`config.mk`:
```
export PLATFORM = sky130hd
export DESIGN_NAME = return_addr_stack
export DESIGN_NICKNAME = d
export VERILOG_FILES = /design/src/rtl/ras_pkg.sv /design/src/rtl/ras_ptr_ctrl.sv /design/src/rtl/return_addr_stack.sv
export SDC_FILE = /design/constraint.sdc
export NUM_CORES = 1
export LEC_CHECK = 0
export CORE_ASPECT_RATIO = 1.2
export CORE_MARGIN = 10
export CORE_UTILIZATION = 54
export CTS_CLUSTER_DIAMETER = 200
export DETAILED_ROUTE_END_ITERATION = 8
export PLACE_DENSITY = 0.76
export SETUP_SLACK_MARGIN = 0.05
export SLEW_MARGIN = 25
export SYNTH_ARGS = -nofsm -noshare
export SYNTH_HDL_FRONTEND = slang
export SYNTH_SLANG_ARGS = --single-unit
export TNS_END_PERCENT = 100
```
`constraint.sdc`:
```
create_clock -name clk_i -period 3.4 [get_ports clk_i]
set_clock_uncertainty 0.05 [all_clocks]
set_input_delay 0.68 -clock clk_i [delete_from_list [all_inputs] [get_ports clk_i]]
set_output_delay 0.68 -clock clk_i [all_outputs]
set_load 0.005 [all_outputs]
```
`src/rtl/ras_pkg.sv`:
```
// Shared constants, operation encoding and pointer-width helper for the
// return address stack.
// Optional feature macro: RAS_REGION_CHECK_EN (adds region_miss_o).
package ras_pkg;

    localparam int RAS_DEPTH_DEFAULT = 8;
    localparam int ADDR_W_DEFAULT    = 32;
    // Number of upper address bits that define a jump "region".
    localparam int REGION_BITS       = 4;

    // One decoded operation per clock; flush outranks everything else.
    typedef enum logic [2:0] {
        OP_NONE      = 3'd0,
        OP_PUSH      = 3'd1,
        OP_POP       = 3'd2,
        OP_REPLACE   = 3'd3,
        OP_UNDERFLOW = 3'd4,
        OP_FLUSH     = 3'd5
    } ras_op_e;

    // Width of a pointer that indexes DEPTH entries (at least 1 bit).
    function automatic int ras_ptr_w(input int depth);
        return (depth > 1) ? $clog2(depth) : 1;
    endfunction

endpackage

```
`src/rtl/ras_ptr_ctrl.sv`:
```
// Pointer, occupancy count and status-flag control for the return address
// stack. Decodes push/pop/flush into a single operation and exposes it so
// the storage side can act on the same decision.
// ptr_o is the next free slot; the top entry lives at ptr_o-1.
module ras_ptr_ctrl
    import ras_pkg::*;
#(
    parameter int DEPTH = RAS_DEPTH_DEFAULT
) (
    input  logic                          clk_i,
    input  logic                          rst_i,
    input  logic                          push_i,
    input  logic                          pop_i,
    input  logic                          flush_i,
    output ras_op_e                       op_o,
    output logic [ras_ptr_w(DEPTH)-1:0]   ptr_o,
    output logic [ras_ptr_w(DEPTH):0]     count_o,
    output logic                          overflow_o,
    output logic                          underflow_o
);

    localparam int PTR_W = ras_ptr_w(DEPTH);
    localparam logic [PTR_W:0] CNT_FULL = (PTR_W+1)'(DEPTH);

    ras_op_e            op;
    logic               empty;
    logic               full;
    logic [PTR_W-1:0]   ptr_q, ptr_d;
    logic [PTR_W:0]     count_q, count_d;
    logic               overflow_q, overflow_d;
    logic               underflow_q, underflow_d;

    // Decode the requested operation; a pop paired with a push on an empty
    // stack degenerates to a plain push, so it can never underflow.
    always_comb begin
        empty = (count_q == '0);
        full  = (count_q == CNT_FULL);
        op    = OP_NONE;
        if (flush_i) begin
            op = OP_FLUSH;
        end else if (push_i && pop_i && !empty) begin
            op = OP_REPLACE;
        end else if (push_i) begin
            op = OP_PUSH;
        end else if (pop_i && !empty) begin
            op = OP_POP;
        end else if (pop_i) begin
            op = OP_UNDERFLOW;
        end
    end

    // Next pointer/count/flag values; pointer arithmetic wraps modulo DEPTH
    // so a push while full overwrites the oldest entry.
    always_comb begin
        ptr_d       = ptr_q;
        count_d     = count_q;
        overflow_d  = overflow_q;
        underflow_d = 1'b0;
        case (op)
            OP_PUSH: begin
                ptr_d = ptr_q + PTR_W'(1);
                if (full) begin
                    overflow_d = 1'b1;
                end else begin
                    count_d = count_q + (PTR_W+1)'(1);
                end
            end
            OP_POP: begin
                ptr_d   = ptr_q - PTR_W'(1);
                count_d = count_q - (PTR_W+1)'(1);
            end
            OP_UNDERFLOW: begin
                underflow_d = 1'b1;
            end
            OP_FLUSH: begin
                ptr_d      = '0;
                count_d    = '0;
                overflow_d = 1'b0;
            end
            default: begin
                ptr_d = ptr_q;
            end
        endcase
    end

    // Control state register with asynchronous clear.
    always_ff @(posedge clk_i or posedge rst_i) begin
        if (rst_i) begin
            ptr_q       <= '0;
            count_q     <= '0;
            overflow_q  <= 1'b0;
            underflow_q <= 1'b0;
        end else begin
            ptr_q       <= ptr_d;
            count_q     <= count_d;
            overflow_q  <= overflow_d;
            underflow_q <= underflow_d;
        end
    end

    assign op_o        = op;
    assign ptr_o       = ptr_q;
    assign count_o     = count_q;
    assign overflow_o  = overflow_q;
    assign underflow_o = underflow_q;

endmodule

```
`src/rtl/return_addr_stack.sv`:
```
// Return address stack: calls push PC+4, returns pop it. Storage and the
// registered top-of-stack mux live here; pointer/count/flags come from
// ras_ptr_ctrl.
// Optional feature macro: RAS_REGION_CHECK_EN adds region_miss_o, flagging a
// mismatch between the upper address bits of top_o and pc_i.
module return_addr_stack
    import ras_pkg::*;
#(
    parameter int DEPTH  = RAS_DEPTH_DEFAULT,
    parameter int ADDR_W = ADDR_W_DEFAULT
) (
    input  logic                        clk_i,
    input  logic                        rst_i,
    input  logic                        push_i,
    input  logic                        pop_i,
    input  logic                        flush_i,
    input  logic [ADDR_W-1:0]           pc_i,
    output logic [ADDR_W-1:0]           top_o,
    output logic                        valid_o,
    output logic [$clog2(DEPTH):0]      count_o,
    output logic                        overflow_o,
    output logic                        underflow_o
`ifdef RAS_REGION_CHECK_EN
    ,
    output logic                        region_miss_o
`endif
);

    localparam int PTR_W = ras_ptr_w(DEPTH);

    ras_op_e            op;
    logic [PTR_W-1:0]   ptr;
    logic [PTR_W-1:0]   ptr_m1;
    logic [PTR_W-1:0]   ptr_m2;
    logic [PTR_W:0]     count;
    logic [ADDR_W-1:0]  push_val;
    logic               wr_en;
    logic [PTR_W-1:0]   wr_idx;
    logic [ADDR_W-1:0]  mem_q [DEPTH];
    logic [ADDR_W-1:0]  top_q, top_d;

    ras_ptr_ctrl #(
        .DEPTH (DEPTH)
    ) u_ptr_ctrl (
        .clk_i       (clk_i),
        .rst_i       (rst_i),
        .push_i      (push_i),
        .pop_i       (pop_i),
        .flush_i     (flush_i),
        .op_o        (op),
        .ptr_o       (ptr),
        .count_o     (count),
        .overflow_o  (overflow_o),
        .underflow_o (underflow_o)
    );

    // Write port and next top value. A replace overwrites the current top
    // slot; a pop exposes the entry below, or 0 when the stack drains.
    always_comb begin
        push_val = pc_i + ADDR_W'(4);
        ptr_m1   = ptr - PTR_W'(1);
        ptr_m2   = ptr_m1 - PTR_W'(1);
        wr_en    = (op == OP_PUSH) || (op == OP_REPLACE);
        wr_idx   = (op == OP_REPLACE) ? ptr_m1 : ptr;
        top_d    = top_q;
        case (op)
            OP_PUSH, OP_REPLACE: top_d = push_val;
            OP_POP:              top_d = (count == (PTR_W+1)'(1)) ? '0 : mem_q[ptr_m2];
            OP_FLUSH:            top_d = '0;
            default:             top_d = top_q;
        endcase
    end

    // Stack storage; contents are unobservable while empty, so no reset.
    always_ff @(posedge clk_i) begin
        if (wr_en) begin
            mem_q[wr_idx] <= push_val;
        end
    end

    // Registered top-of-stack, cleared immediately on reset.
    always_ff @(posedge clk_i or posedge rst_i) begin
        if (rst_i) begin
            top_q <= '0;
        end else begin
            top_q <= top_d;
        end
    end

    assign top_o   = top_q;
    assign valid_o = (count != '0);
    assign count_o = count;

`ifdef RAS_REGION_CHECK_EN
    // Predicted return target lies in a different upper-address region.
    assign region_miss_o = valid_o &&
        (top_q[ADDR_W-1 -: REGION_BITS] != pc_i[ADDR_W-1 -: REGION_BITS]);
`endif

endmodule

```
==> flow_summary_export.csv <==
group,metric,value,unit
power,peakVddDrop,0.5363,mV
route,via_per_inst,6.235,
worst_setup_path,cp_data_required_time,2.67,ns
cells_and_area,antennaDiodeCount,0,
worst_setup_path,crit_fanout,9,
synthesis,synth_top_family_by_area,"multiplexers",
cts,numCtsBuffers,27,
cts,path_clk_slew,0.06,ns
synthesis,ys_ff_latch,297,
cells_and_area,seq_area,0.008717,mm2
worst_hold_path,worstHoldPathType,"register to register",
cts,tritoncts,"built",
synthesis,ys_warn_count,0,
cts,cts_buffer_depth,3,
placement,place_area,0.01388,mm2
cells_and_area,final_cells,1152,
cells_and_area,fin_util,65.38,%
synthesis,synth-compound-area-share,5.437,%
synthesis,synth_mux_area_share,12.43,%
worst_setup_path,path_buf_inv,3,
route,first_iter_violations,689,
cts,cts_hold_buffers,0,
global_routing,grt_pass1_wl,45390,um
cts,cts_sinks,297,
sta,setup_viol,0,
cells_and_area,nNetsFinal,866,
cells_and_area,syn2layout_area_growth,18.23,%
cts,clk-insertion-delay-late,0.54,ns
synthesis,syn-cell-area,0.01250,mm2
floorplan,boundaryPins,76,
synthesis,yosys.area.top_type_share,61.52,%
worst_setup_path,max_stage_delay,0.53,ns
sta,fin_crit,3.024,ns
placement,pre_cts_ws,0.1871,ns
power,leakage,0.005051,uW
synthesis,synth_xor_area_share,3.164,%
worst_setup_path,cp.depth,5,
sta,hold_viol_final,0,
synthesis,synthArstFlopShare,13.80,%
sta,slew_viol_final,0,
worst_setup_path,rr_worst_depth,9,
route,antenna_left,0,
placement,finalWeightedCongestion,0.7868,
placement,dp_hpwl,17880,um
sta,max_freq,330.7,MHz
cts,cts_max_level,1,
route,drc,0,
synthesis,synth_cells,714,
floorplan,dieWidth,158.9,um
worst_setup_path,cp_slowest_cell,"clkdlybuf4s50_1",
worst_setup_path,timing.rr.end,"mem_q[4][5]",
worst_setup_path,path_cells,"inv_1, ha_1, nor3b_4, inv_2, clkdlybuf4s50_1",
worst_setup_path,arrival,2.29,ns
floorplan,dieArea,0.02965,mm2
worst_setup_path,reg2reg_slack,0.55,ns
worst_setup_path,path_class,"register to output port",
job,cap_violations,0,
cells_and_area,design_area,0.01477,mm2
power,p_per_area,761.2,mW/mm2
status,outcome,"completed",
global_routing,grt_pass1_vias,7335,
sta,post-route-period-util,88.95,%
cts,post_cts_buffers,0,
floorplan,num_rows,60,
route,vias,7183,
sta,setup_slack,0.3757,ns
global_routing,grt_max_degree,66,
synthesis,yosysSeqAreaShare,69.73,%
global_routing,antenna_found_initial,0,
synthesis,yosysUniqueCellTypes,57,
synthesis,syn_nets,759,
floorplan,initial_utilization,55.30,%
worst_setup_path,cp-endpoint,"valid_o",
route,drt-total-wl,29750,um
synthesis,synth-edff-count,256,
placement,place_inst,1102,
synthesis,synth_area_leaders,"edfxtp_1, mux4_2, dfrtp_1",
cells_and_area,final_common_cell,"edfxtp_1",
sta,rsz0062_at_grt,"no",
synthesis,synth_fa_ha_area_share,0.8010,%
worst_setup_path,critPathTopFamily,"buffers and inverters",
synthesis,synth_top_cell_by_area,"edfxtp_1",
cts,cts.repair.resized,0,
worst_setup_path,start_kind,"register",
cells_and_area,drive_above_1_share,21.85,%
sta,slew_headroom,47.72,%
global_routing,overflow,0,
cells_and_area,multi_input_area,0.003537,mm2
sta,worstMarginPinSlew,0.7816,ns
worst_setup_path,reg2reg_from,"u_ptr_ctrl.count_o[0]",
cells_and_area,mostFrequentLayoutCells,"edfxtp_1, clkdlybuf4s50_1, mux4_2, nand2_1, a21oi_1",
cts,cts_root_buffer,"clkbuf_16",
synthesis,syn_area_per_cell,17.50,um2
cells_and_area,nFillCells,1463,
sta,whs,0.4627,ns
synthesis,synth_simple_gate_area_share,6.248,%
worst_setup_path,endpoint_kind,"output port",
global_routing,grt_use_total,19.60,%
synthesis,synth_flop_cell,"edfxtp_1",
placement,io_buffers,75,
route,firstDrtPassIters,5,
floorplan,core,0.02260,mm2
route,drt-wirelength-per-cell,25.82,um
floorplan,fp.dieH,186.6,um
worst_setup_path,cp-startpoint,"u_ptr_ctrl.count_o[0]",
stage by stage:
| stage | power (uW) | setup TNS (ns) |
|---|---|---|
| global placement | 8114 | 0 |
| CTS | 11290 | 0 |
| finish | 11250 | 0 |
| detailed placement | 8222 | 0 |
| floorplan | 7007 | -21.54 |
| global route | 11710 | 0 |
sequential cells by signal (all words and copies together) (netlist names):
register and cells:
mem_q 256, u_ptr_ctrl.overflow_o 1, u_ptr_ctrl.underflow_o 1, u_ptr_ctrl.ptr_o 3, top_o 32, u_ptr_ctrl.count_o 4
cell families after synthesis:
kind of cell,after synthesis
AOI/OAI and AO/OA,97
xor gates and xnor gates,33
adders and majority gates,8
buffers and inverters,51
DFF,297
muxes,75
and+or+nand+nor,153
synthesized netlist by cell type (all sizes together) (10+ instances only):
| cell | number |
|---|---|
| nand4 | 12 |
| xnor2 | 25 |
| clkbuf | 11 |
| a221o | 20 |
| a21oi | 47 |
| inv | 11 |
| nand3 | 13 |
| mux4 | 64 |
| dfrtp | 41 |
| mux2i | 10 |
| buf | 29 |
| nand2 | 59 |
| edfxtp | 256 |
| nor2 | 37 |
worst min path at each step:
stage               startpoint        end  slack [ns]  cells after the start
finish               top_o[26]  top_o[26]        0.46                      1
CTS                  top_o[22]  top_o[22]        0.47                      1
detailed placement   top_o[22]  top_o[22]        0.45                      1
global placement      top_o[9]   top_o[9]        0.44                      2
floorplan             top_o[9]   top_o[9]        0.42                      2
global route         top_o[22]  top_o[22]        0.48                      1
metal layers:
layer | global-route usage [%] | vias to the layer above | share of wire, %
met5 | 0 | - | 0
met1 | 25.83 | 3721 | 39
met4 | 6.531 | 0 | 2.6
met3 | 2.903 | 55 | 6.8
met2 | 32.80 | 359 | 51
li1 | - | 3048 | -
where the power goes:
part           leakage [uW]  switching, uW  internal (uW)
logic               0.00177           1960           1690
clock network      0.000435           1320           1770
registers           0.00285            188           4330
total               0.00505           3460           7790
layout make-up:
type	instances	share of cell area [%]
Tap cell	310	2.625
Multi-Input combinational cell	366	23.94
Sequential cell	297	59.00
Clock buffer	32	4.700
Inverter	11	0.2795
Timing Repair Buffer	118	8.113
Clock inverter	18	1.338
No activity file was read; power rests on OpenSTA's default activity.
